`config.mk`:
```
export PLATFORM = sky130hd
export DESIGN_NAME = shot_controller
export DESIGN_NICKNAME = d
export VERILOG_FILES = /design/src/rtl/shot_controller.sv
export SDC_FILE = /design/constraint.sdc
export NUM_CORES = 1
export LEC_CHECK = 0
export CAP_MARGIN = 20
export CORE_AREA = 2 2 66 81
export CTS_BUF_LIST = sky130_fd_sc_hd__clkbuf_8
export DETAILED_ROUTE_END_ITERATION = 10
export DIE_AREA = 0 0 68 83
export PLACE_DENSITY = 0.73
export SKIP_CTS_REPAIR_TIMING = 1
export SLEW_MARGIN = 30
export SYNTH_ARGS = -nofsm -noshare
export SYNTH_HDL_FRONTEND = slang
export SYNTH_SLANG_ARGS = --single-unit
```
`constraint.sdc`:
```
create_clock -name clk -period 2.6 [get_ports clk]
set_input_delay 0.39 -clock clk [delete_from_list [all_inputs] [get_ports clk]]
set_output_delay 0.39 -clock clk [all_outputs]
set_load 0.02 [all_outputs]
```
`src/rtl/shot_controller.sv`:
```
// shot_controller: arbitrates player shots onto the shared game-board memory.
// Enforces turn order, rejects illegal coordinates and performs the
// read-evaluate-write on the opponent's board bank. It also tracks the hit
// count of each player, declares the winner and reports every shot result.
// Every output is driven straight from a register.

module shot_controller #(
  parameter int BOARD_N    = 10,
  parameter int SHIP_CELLS = 20,
  parameter int HW         = $clog2(SHIP_CELLS + 1)
) (
  input  logic          clk,
  input  logic          rst,
  input  logic          new_game,
  input  logic          first_turn,
  input  logic [1:0]    req,
  input  logic [3:0]    x0,
  input  logic [3:0]    y0,
  input  logic [3:0]    x1,
  input  logic [3:0]    y1,
  output logic [1:0]    ack,
  output logic          brd_bank,
  output logic [3:0]    brd_x,
  output logic [3:0]    brd_y,
  output logic          brd_re,
  input  logic [1:0]    brd_rd_data,
  output logic          brd_we,
  output logic [1:0]    brd_wr_data,
  output logic          res_valid,
  output logic          res_src,
  output logic [2:0]    res_code,
  output logic          turn,
  output logic [HW-1:0] hits0,
  output logic [HW-1:0] hits1,
  output logic          game_over,
  output logic          winner
);

  // FSM encoding
  localparam logic [2:0] S_IDLE  = 3'd0;
  localparam logic [2:0] S_READ  = 3'd1;
  localparam logic [2:0] S_EVAL  = 3'd2;
  localparam logic [2:0] S_WRITE = 3'd3;
  localparam logic [2:0] S_DONE  = 3'd4;
  localparam logic [2:0] S_OVER  = 3'd5;

  // Result codes
  localparam logic [2:0] RES_MISS      = 3'd0;
  localparam logic [2:0] RES_HIT       = 3'd1;
  localparam logic [2:0] RES_REPEAT    = 3'd2;
  localparam logic [2:0] RES_NOT_TURN  = 3'd3;
  localparam logic [2:0] RES_BAD_COORD = 3'd4;

  // Cell values
  localparam logic [1:0] CELL_EMPTY = 2'b00;
  localparam logic [1:0] CELL_SHIP  = 2'b01;
  localparam logic [1:0] CELL_MISS  = 2'b10;
  localparam logic [1:0] CELL_HIT   = 2'b11;

  // One extra bit lets the limit reach 16 without wrapping.
  localparam logic [4:0]    BOARD_LIM = 5'(BOARD_N);
  localparam logic [HW-1:0] SHIP_MAX  = HW'(SHIP_CELLS);

  // Value written back to a cell that has just been shot.
  function automatic logic [1:0] mark_cell(input logic was_ship);
    if (was_ship) begin
      mark_cell = CELL_HIT;
    end else begin
      mark_cell = CELL_MISS;
    end
  endfunction

  // Saturating increment of a hit counter.
  function automatic logic [HW-1:0] bump_hits(input logic [HW-1:0] cnt);
    if (cnt < SHIP_MAX) begin
      bump_hits = cnt + {{(HW-1){1'b0}}, 1'b1};
    end else begin
      bump_hits = cnt;
    end
  endfunction

  logic [2:0]    state_q, state_d;
  logic          src_q, src_d;
  logic          bank_q, bank_d;
  logic [3:0]    bx_q, bx_d;
  logic [3:0]    by_q, by_d;
  logic [1:0]    ack_q, ack_d;
  logic          re_q, re_d;
  logic          we_q, we_d;
  logic [1:0]    wr_data_q, wr_data_d;
  logic          res_valid_q, res_valid_d;
  logic          res_src_q, res_src_d;
  logic [2:0]    res_code_q, res_code_d;
  logic [2:0]    pend_code_q, pend_code_d;
  logic          turn_q, turn_d;
  logic          turn_load_q, turn_load_d;
  logic [HW-1:0] hits0_q, hits0_d;
  logic [HW-1:0] hits1_q, hits1_d;
  logic          over_q, over_d;
  logic          winner_q, winner_d;

  logic          sel_valid_s;
  logic          sel_src_s;
  logic [3:0]    sel_x_s;
  logic [3:0]    sel_y_s;
  logic          sel_bad_s;
  logic [HW-1:0] src_hits_s;

  // Request selection: turn holder first, then the out-of-turn player.
  always_comb begin
    sel_valid_s = 1'b0;
    sel_src_s   = turn_q;
    if (req[turn_q]) begin
      sel_valid_s = 1'b1;
      sel_src_s   = turn_q;
    end else if (req[~turn_q]) begin
      sel_valid_s = 1'b1;
      sel_src_s   = ~turn_q;
    end else begin
      sel_valid_s = 1'b0;
    end
    if (sel_src_s) begin
      sel_x_s = x1;
      sel_y_s = y1;
    end else begin
      sel_x_s = x0;
      sel_y_s = y0;
    end
    sel_bad_s = ({1'b0, sel_x_s} >= BOARD_LIM) || ({1'b0, sel_y_s} >= BOARD_LIM);
    if (src_q) begin
      src_hits_s = hits1_q;
    end else begin
      src_hits_s = hits0_q;
    end
  end

  // Next-state logic for the shot sequencer and all registered outputs.
  always_comb begin
    state_d     = state_q;
    src_d       = src_q;
    bank_d      = bank_q;
    bx_d        = bx_q;
    by_d        = by_q;
    ack_d       = 2'b00;
    re_d        = 1'b0;
    we_d        = 1'b0;
    wr_data_d   = wr_data_q;
    res_valid_d = 1'b0;
    res_src_d   = res_src_q;
    res_code_d  = res_code_q;
    pend_code_d = pend_code_q;
    turn_d      = turn_q;
    turn_load_d = 1'b0;
    hits0_d     = hits0_q;
    hits1_d     = hits1_q;
    over_d      = over_q;
    winner_d    = winner_q;

    if (turn_load_q) begin
      // First cycle after reset release: adopt the configured starting player.
      turn_d = first_turn;
    end else begin
      case (state_q)
        S_IDLE: begin
          if (new_game) begin
            hits0_d  = {HW{1'b0}};
            hits1_d  = {HW{1'b0}};
            over_d   = 1'b0;
            winner_d = 1'b0;
            turn_d   = first_turn;
          end else if (sel_valid_s) begin
            ack_d     = sel_src_s ? 2'b10 : 2'b01;
            res_src_d = sel_src_s;
            if (sel_src_s != turn_q) begin
              res_valid_d = 1'b1;
              res_code_d  = RES_NOT_TURN;
            end else if (sel_bad_s) begin
              res_valid_d = 1'b1;
              res_code_d  = RES_BAD_COORD;
            end else begin
              src_d   = sel_src_s;
              bank_d  = ~sel_src_s;
              bx_d    = sel_x_s;
              by_d    = sel_y_s;
              re_d    = 1'b1;
              state_d = S_READ;
            end
          end else begin
            state_d = S_IDLE;
          end
        end
        S_READ: begin
          state_d = S_EVAL;
        end
        S_EVAL: begin
          case (brd_rd_data)
            CELL_EMPTY: begin
              we_d        = 1'b1;
              wr_data_d   = mark_cell(1'b0);
              pend_code_d = RES_MISS;
              state_d     = S_WRITE;
            end
            CELL_SHIP: begin
              we_d        = 1'b1;
              wr_data_d   = mark_cell(1'b1);
              pend_code_d = RES_HIT;
              state_d     = S_WRITE;
              if (src_q) begin
                hits1_d = bump_hits(hits1_q);
              end else begin
                hits0_d = bump_hits(hits0_q);
              end
            end
            default: begin
              // Cell already shot: report it, leave the board untouched.
              res_valid_d = 1'b1;
              res_src_d   = src_q;
              res_code_d  = RES_REPEAT;
              state_d     = S_DONE;
            end
          endcase
        end
        S_WRITE: begin
          res_valid_d = 1'b1;
          res_src_d   = src_q;
          res_code_d  = pend_code_q;
          state_d     = S_DONE;
        end
        S_DONE: begin
          if (src_hits_s == SHIP_MAX) begin
            over_d   = 1'b1;
            winner_d = src_q;
            state_d  = S_OVER;
          end else begin
            state_d = S_IDLE;
            // Only a miss passes the turn; hits and repeats keep it.
            if (res_code_q == RES_MISS) begin
              turn_d = ~turn_q;
            end else begin
              turn_d = turn_q;
            end
          end
        end
        S_OVER: begin
          if (new_game) begin
            hits0_d  = {HW{1'b0}};
            hits1_d  = {HW{1'b0}};
            over_d   = 1'b0;
            winner_d = 1'b0;
            turn_d   = first_turn;
            state_d  = S_IDLE;
          end else if (sel_valid_s) begin
            ack_d       = sel_src_s ? 2'b10 : 2'b01;
            res_valid_d = 1'b1;
            res_src_d   = sel_src_s;
            res_code_d  = RES_NOT_TURN;
          end else begin
            state_d = S_OVER;
          end
        end
        default: begin
          state_d = S_IDLE;
        end
      endcase
    end
  end

  // State and output registers; reset aborts any shot in flight at once.
  always_ff @(posedge clk or posedge rst) begin
    if (rst) begin
      state_q     <= S_IDLE;
      src_q       <= 1'b0;
      bank_q      <= 1'b0;
      bx_q        <= 4'd0;
      by_q        <= 4'd0;
      ack_q       <= 2'b00;
      re_q        <= 1'b0;
      we_q        <= 1'b0;
      wr_data_q   <= 2'b00;
      res_valid_q <= 1'b0;
      res_src_q   <= 1'b0;
      res_code_q  <= 3'd0;
      pend_code_q <= 3'd0;
      turn_q      <= 1'b0;
      turn_load_q <= 1'b1;
      hits0_q     <= {HW{1'b0}};
      hits1_q     <= {HW{1'b0}};
      over_q      <= 1'b0;
      winner_q    <= 1'b0;
    end else begin
      state_q     <= state_d;
      src_q       <= src_d;
      bank_q      <= bank_d;
      bx_q        <= bx_d;
      by_q        <= by_d;
      ack_q       <= ack_d;
      re_q        <= re_d;
      we_q        <= we_d;
      wr_data_q   <= wr_data_d;
      res_valid_q <= res_valid_d;
      res_src_q   <= res_src_d;
      res_code_q  <= res_code_d;
      pend_code_q <= pend_code_d;
      turn_q      <= turn_d;
      turn_load_q <= turn_load_d;
      hits0_q     <= hits0_d;
      hits1_q     <= hits1_d;
      over_q      <= over_d;
      winner_q    <= winner_d;
    end
  end

  assign ack         = ack_q;
  assign brd_bank    = bank_q;
  assign brd_x       = bx_q;
  assign brd_y       = by_q;
  assign brd_re      = re_q;
  assign brd_we      = we_q;
  assign brd_wr_data = wr_data_q;
  assign res_valid   = res_valid_q;
  assign res_src     = res_src_q;
  assign res_code    = res_code_q;
  assign turn        = turn_q;
  assign hits0       = hits0_q;
  assign hits1       = hits1_q;
  assign game_over   = over_q;
  assign winner      = winner_q;

endmodule

```
==> impl_metrics.env <==
export IMPL_most_common_layout_cells="56 x clkdlybuf4s50_1, 37 x dfrtp_1, 30 x nand2_1"
export IMPL_first_global_vias=1721
export IMPL_multi_input_comb_area_sq_um=1080
export IMPL_synth_cell_type_count=56
export IMPL_result_of_the_run="completed"
export IMPL_cts_htree_levels=2
export IMPL_timing_max_cap_violations=0
export IMPL_grt_first_pass_wirelength_um=7930
export IMPL_postSynth_topFlopCell="dfrtp_1"
export IMPL_setup_tns_ns=0
export IMPL_post_synthesis_cell_area_sq_um=2110
export IMPL_worstSetupStartpointType="input pin"
export IMPL_worst_path_largest_cell_delay_ns=0.52
export IMPL_pnr_worst_setup_slack_ns=0.284
export IMPL_grt_antenna_before_repair=0
export IMPL_floorplan_rows=28
export IMPL_grt_setup_unrepaired="false"
export IMPL_max_vdd_ir_drop_v=0.000427
export IMPL_crit_path_cell_chain="clkdlybuf4s50_1 > nand2b_1 > a21oi_2 > mux2i_1 > a21bo_4 > and4_4 > mux2_1"
export IMPL_critical_path_slowest_cell="clkdlybuf4s50_1"
export IMPL_antenna_cells=0
export IMPL_power_density_cell_area_nw_per_um2=1060
export IMPL_setup_worst_path_end_class="flop"
export IMPL_total_iterations_of_the_first_detailed_routing_run=4
export IMPL_power_static_leakage_nw=1.25
export IMPL_syn_instance_count=218
export IMPL_hold_class="flop to flop"
export IMPL_grt_start_max_net_pins=39
export IMPL_combinationalPowerShare_pct=51.1
export IMPL_placed_cells_incl_taps=336
export IMPL_syn_nets=244
export IMPL_avgViaCountPerCell=5.38
export IMPL_seq_power_share_pct=35.2
export IMPL_place_port_buffers=56
export IMPL_final_common_cell="clkdlybuf4s50_1"
export IMPL_worst_setup_hold_path_clk_slew_ns=0.07
export IMPL_drv_slew=0
export IMPL_drtAntennaViolNets=0
export IMPL_critPathBufInv=1
export IMPL_final_cell_count_without_fillers=344
export IMPL_cts_buffers_inserted=5
export IMPL_synth_enable_flop_cells=0
export IMPL_timing_worst_slew_pin_value_ns=0.558
export IMPL_final_fill_count=442
export IMPL_worst_setup_path_type="input pin to flop"
export IMPL_setup_violations=0
export IMPL_gp_routability_congestion=0.904
export IMPL_die_area_sq_um=5640
export IMPL_timing_final_hold_violations=0
export IMPL_dominant_cells_by_area_after_synthesis="dfrtp_1 44%, nand2_1 5.3%, mux2_1 4.8%"
export IMPL_final_period_minus_worst_setup_slack_ns=2.32
export IMPL_syn2layout_area_growth_pct=36.3
export IMPL_num_vias=1850
export IMPL_sequential_cell_area_sq_um=952
export IMPL_syn_area_per_cell_sq_um=9.68
export IMPL_core_sq_um=4830
export IMPL_post_synthesis_register_bit_count=38
export IMPL_yosysTopAreaCell="dfrtp_1"
export IMPL_share_clk_of_total_power_pct=13.6
export IMPL_cts_max_path_buffers=2
export IMPL_grtUsageTotal_pct=18.4
export IMPL_timing_critical_path_max_delay_family="multiplexers"
export IMPL_cts_tree="built"
export IMPL_wirelength_um=4980
export IMPL_synth_sequential_area_ratio_pct=45.1
export IMPL_maximum_fanout_encountered_on_the_critical_timing_path=11
export IMPL_chipWidth_um=68
export IMPL_route_detailed_wl_per_inst_um=14.5
export IMPL_fin_worst_skew_ns=0.00255
export IMPL_initial_utilization_pct=43.7
export IMPL_crit_arrival_ns=2.49
export IMPL_final_min_period_over_clock_period_pct=89.1
export IMPL_cp_data_required_time_ns=2.77
export IMPL_drive_gt1_share_pct=13.0
export IMPL_cell_internal_power_dissipation_mw=1.77
export IMPL_grt_overflow_total=0
export IMPL_yosysWarnings=0
export IMPL_die_height_um=83
export IMPL_sw_frac_of_total_pct=41.6
export IMPL_dp_final_hpwl_um=3650
export IMPL_dp_worst_setup_slack_ns=-0.00350
export IMPL_starting_drt_drc_count=145
export IMPL_io_pins=57
export IMPL_power_net_switching_mw=1.26
export IMPL_timing_slew_headroom_pct=62.8
export IMPL_synth_top_cell_area_share_pct=43.9
export IMPL_synthArstFlopShare_pct=100
export IMPL_final_nets=309
export IMPL_post_route_drc_count=0
export IMPL_clock_sink_count=38
export IMPL_clkLatencyLatePin_ns=0.29
export IMPL_clockRootBuffer="clkbuf_8"
export IMPL_max_freq_ghz=0.432
[worst register-to-register path, cell delays in order (launching register included)]
cell	delay (ns)
dfrtp_1	0.54
or2_1	0.31
nor2_1	0.21
o21ai_0	0.20
nor3_1	0.17
and4_4	0.36
mux2_1	0.35
[synth_stat cells, drive strengths merged (2+ instances only)]
| cell | n |
|---|---|
| and3 | 3 |
| ha | 2 |
| a21oi | 10 |
| nor2 | 16 |
| or2 | 2 |
| xor2 | 2 |
| o22ai | 2 |
| nand2b | 2 |
| nor4b | 2 |
| o21ai | 19 |
| nor3 | 5 |
| dfrtp | 37 |
| clkbuf | 5 |
| buf | 4 |
| nand2 | 30 |
| nand3 | 10 |
| a41oi | 3 |
| inv | 10 |
| mux2 | 13 |
| a211oi | 4 |
| nor2b | 5 |
| a21o | 2 |
| mux2i | 9 |
[final cells by class]
class / instances / area share [%]
sequential: 38 / 33.1
inverter: 10 / 1.30
clock inverter: 2 / 0.304
multi-input combinational: 161 / 37.5
timing repair buffer: 67 / 22.4
tap: 60 / 2.61
clock buffer: 6 / 2.87
[layer usage]
layer  part of all wire, %  GRT usage (%)  wire length (um)  up-vias
li1                      -              -                 -      902
met4                   1.5           6.00                74        0
met3                   7.1           4.88               354        5
met2                    49           31.1              2460       67
met1                    42           22.0              2090      876
met5                     0              0                 0        -
[registers in the layout, summed over array words and instances (netlist names), 2 cells and up]
name	cells
hits0	5
hits1	5
brd_x	4
brd_y	4
res_code	3
state_q	3
ack	2
brd_wr_data	2
[through the flow]
step	area (sq um)	util [%]	power, mW	hold WS, ns
6_report	2880	59.5	3.04	0.468
2_1_floorplan	2110	-	2.00	0.483
3_3_place_gp	2790	57.6	2.62	0.451
3_5_place_dp	2790	57.6	2.64	0.455
4_1_cts	2880	59.5	3.07	0.474
5_1_grt	2880	59.5	3.25	0.500
[worst paths after layout]
| kind | startpoint | to | slack, ns | cells after the start |
|---|---|---|---|---|
| setup reg to reg | state_q[0] | brd_x[2] | 0.34 | 6 |
| hold / removal | brd_wr_data[1] | brd_wr_data[1] | 0.47 | 1 |
| hold reg to reg | brd_wr_data[1] | brd_wr_data[1] | 0.47 | 1 |
| max in group asynchronous | rst | turn_load_q | 1.73 | 3 |
| min in group asynchronous | rst | hits0[3] | 0.51 | 3 |
| setup / recovery | req[0] | brd_x[2] | 0.28 | 7 |
[power by group through the flow]
stage	Combinational [mW]	Clock (mW)	Sequential [mW]
6_report	1.55	0.414	1.07
5_1_grt	1.69	0.450	1.11
4_1_cts	1.56	0.432	1.07
3_5_place_dp	1.56	0	1.08
3_3_place_gp	1.54	0	1.08
2_1_floorplan	0.790	0	1.21
[cells by family (layout without fill, tap and decap cells)]
logic type                 after synthesis  after routing  share of synthesized area, %
AOI/OAI and AO/OA                       50             50                          17.7
and+or+nand+nor                         84             84                          19.6
muxes                                   22             22                          11.6
xor gates and xnor gates                 2              2                         0.830
adders and majority gates                2              2                          1.19
buffers and inverters                   19             85                          3.85
DFF                                     38             38                          45.1
other                                    1              1                         0.178
(Power assumes the default switching activity.)
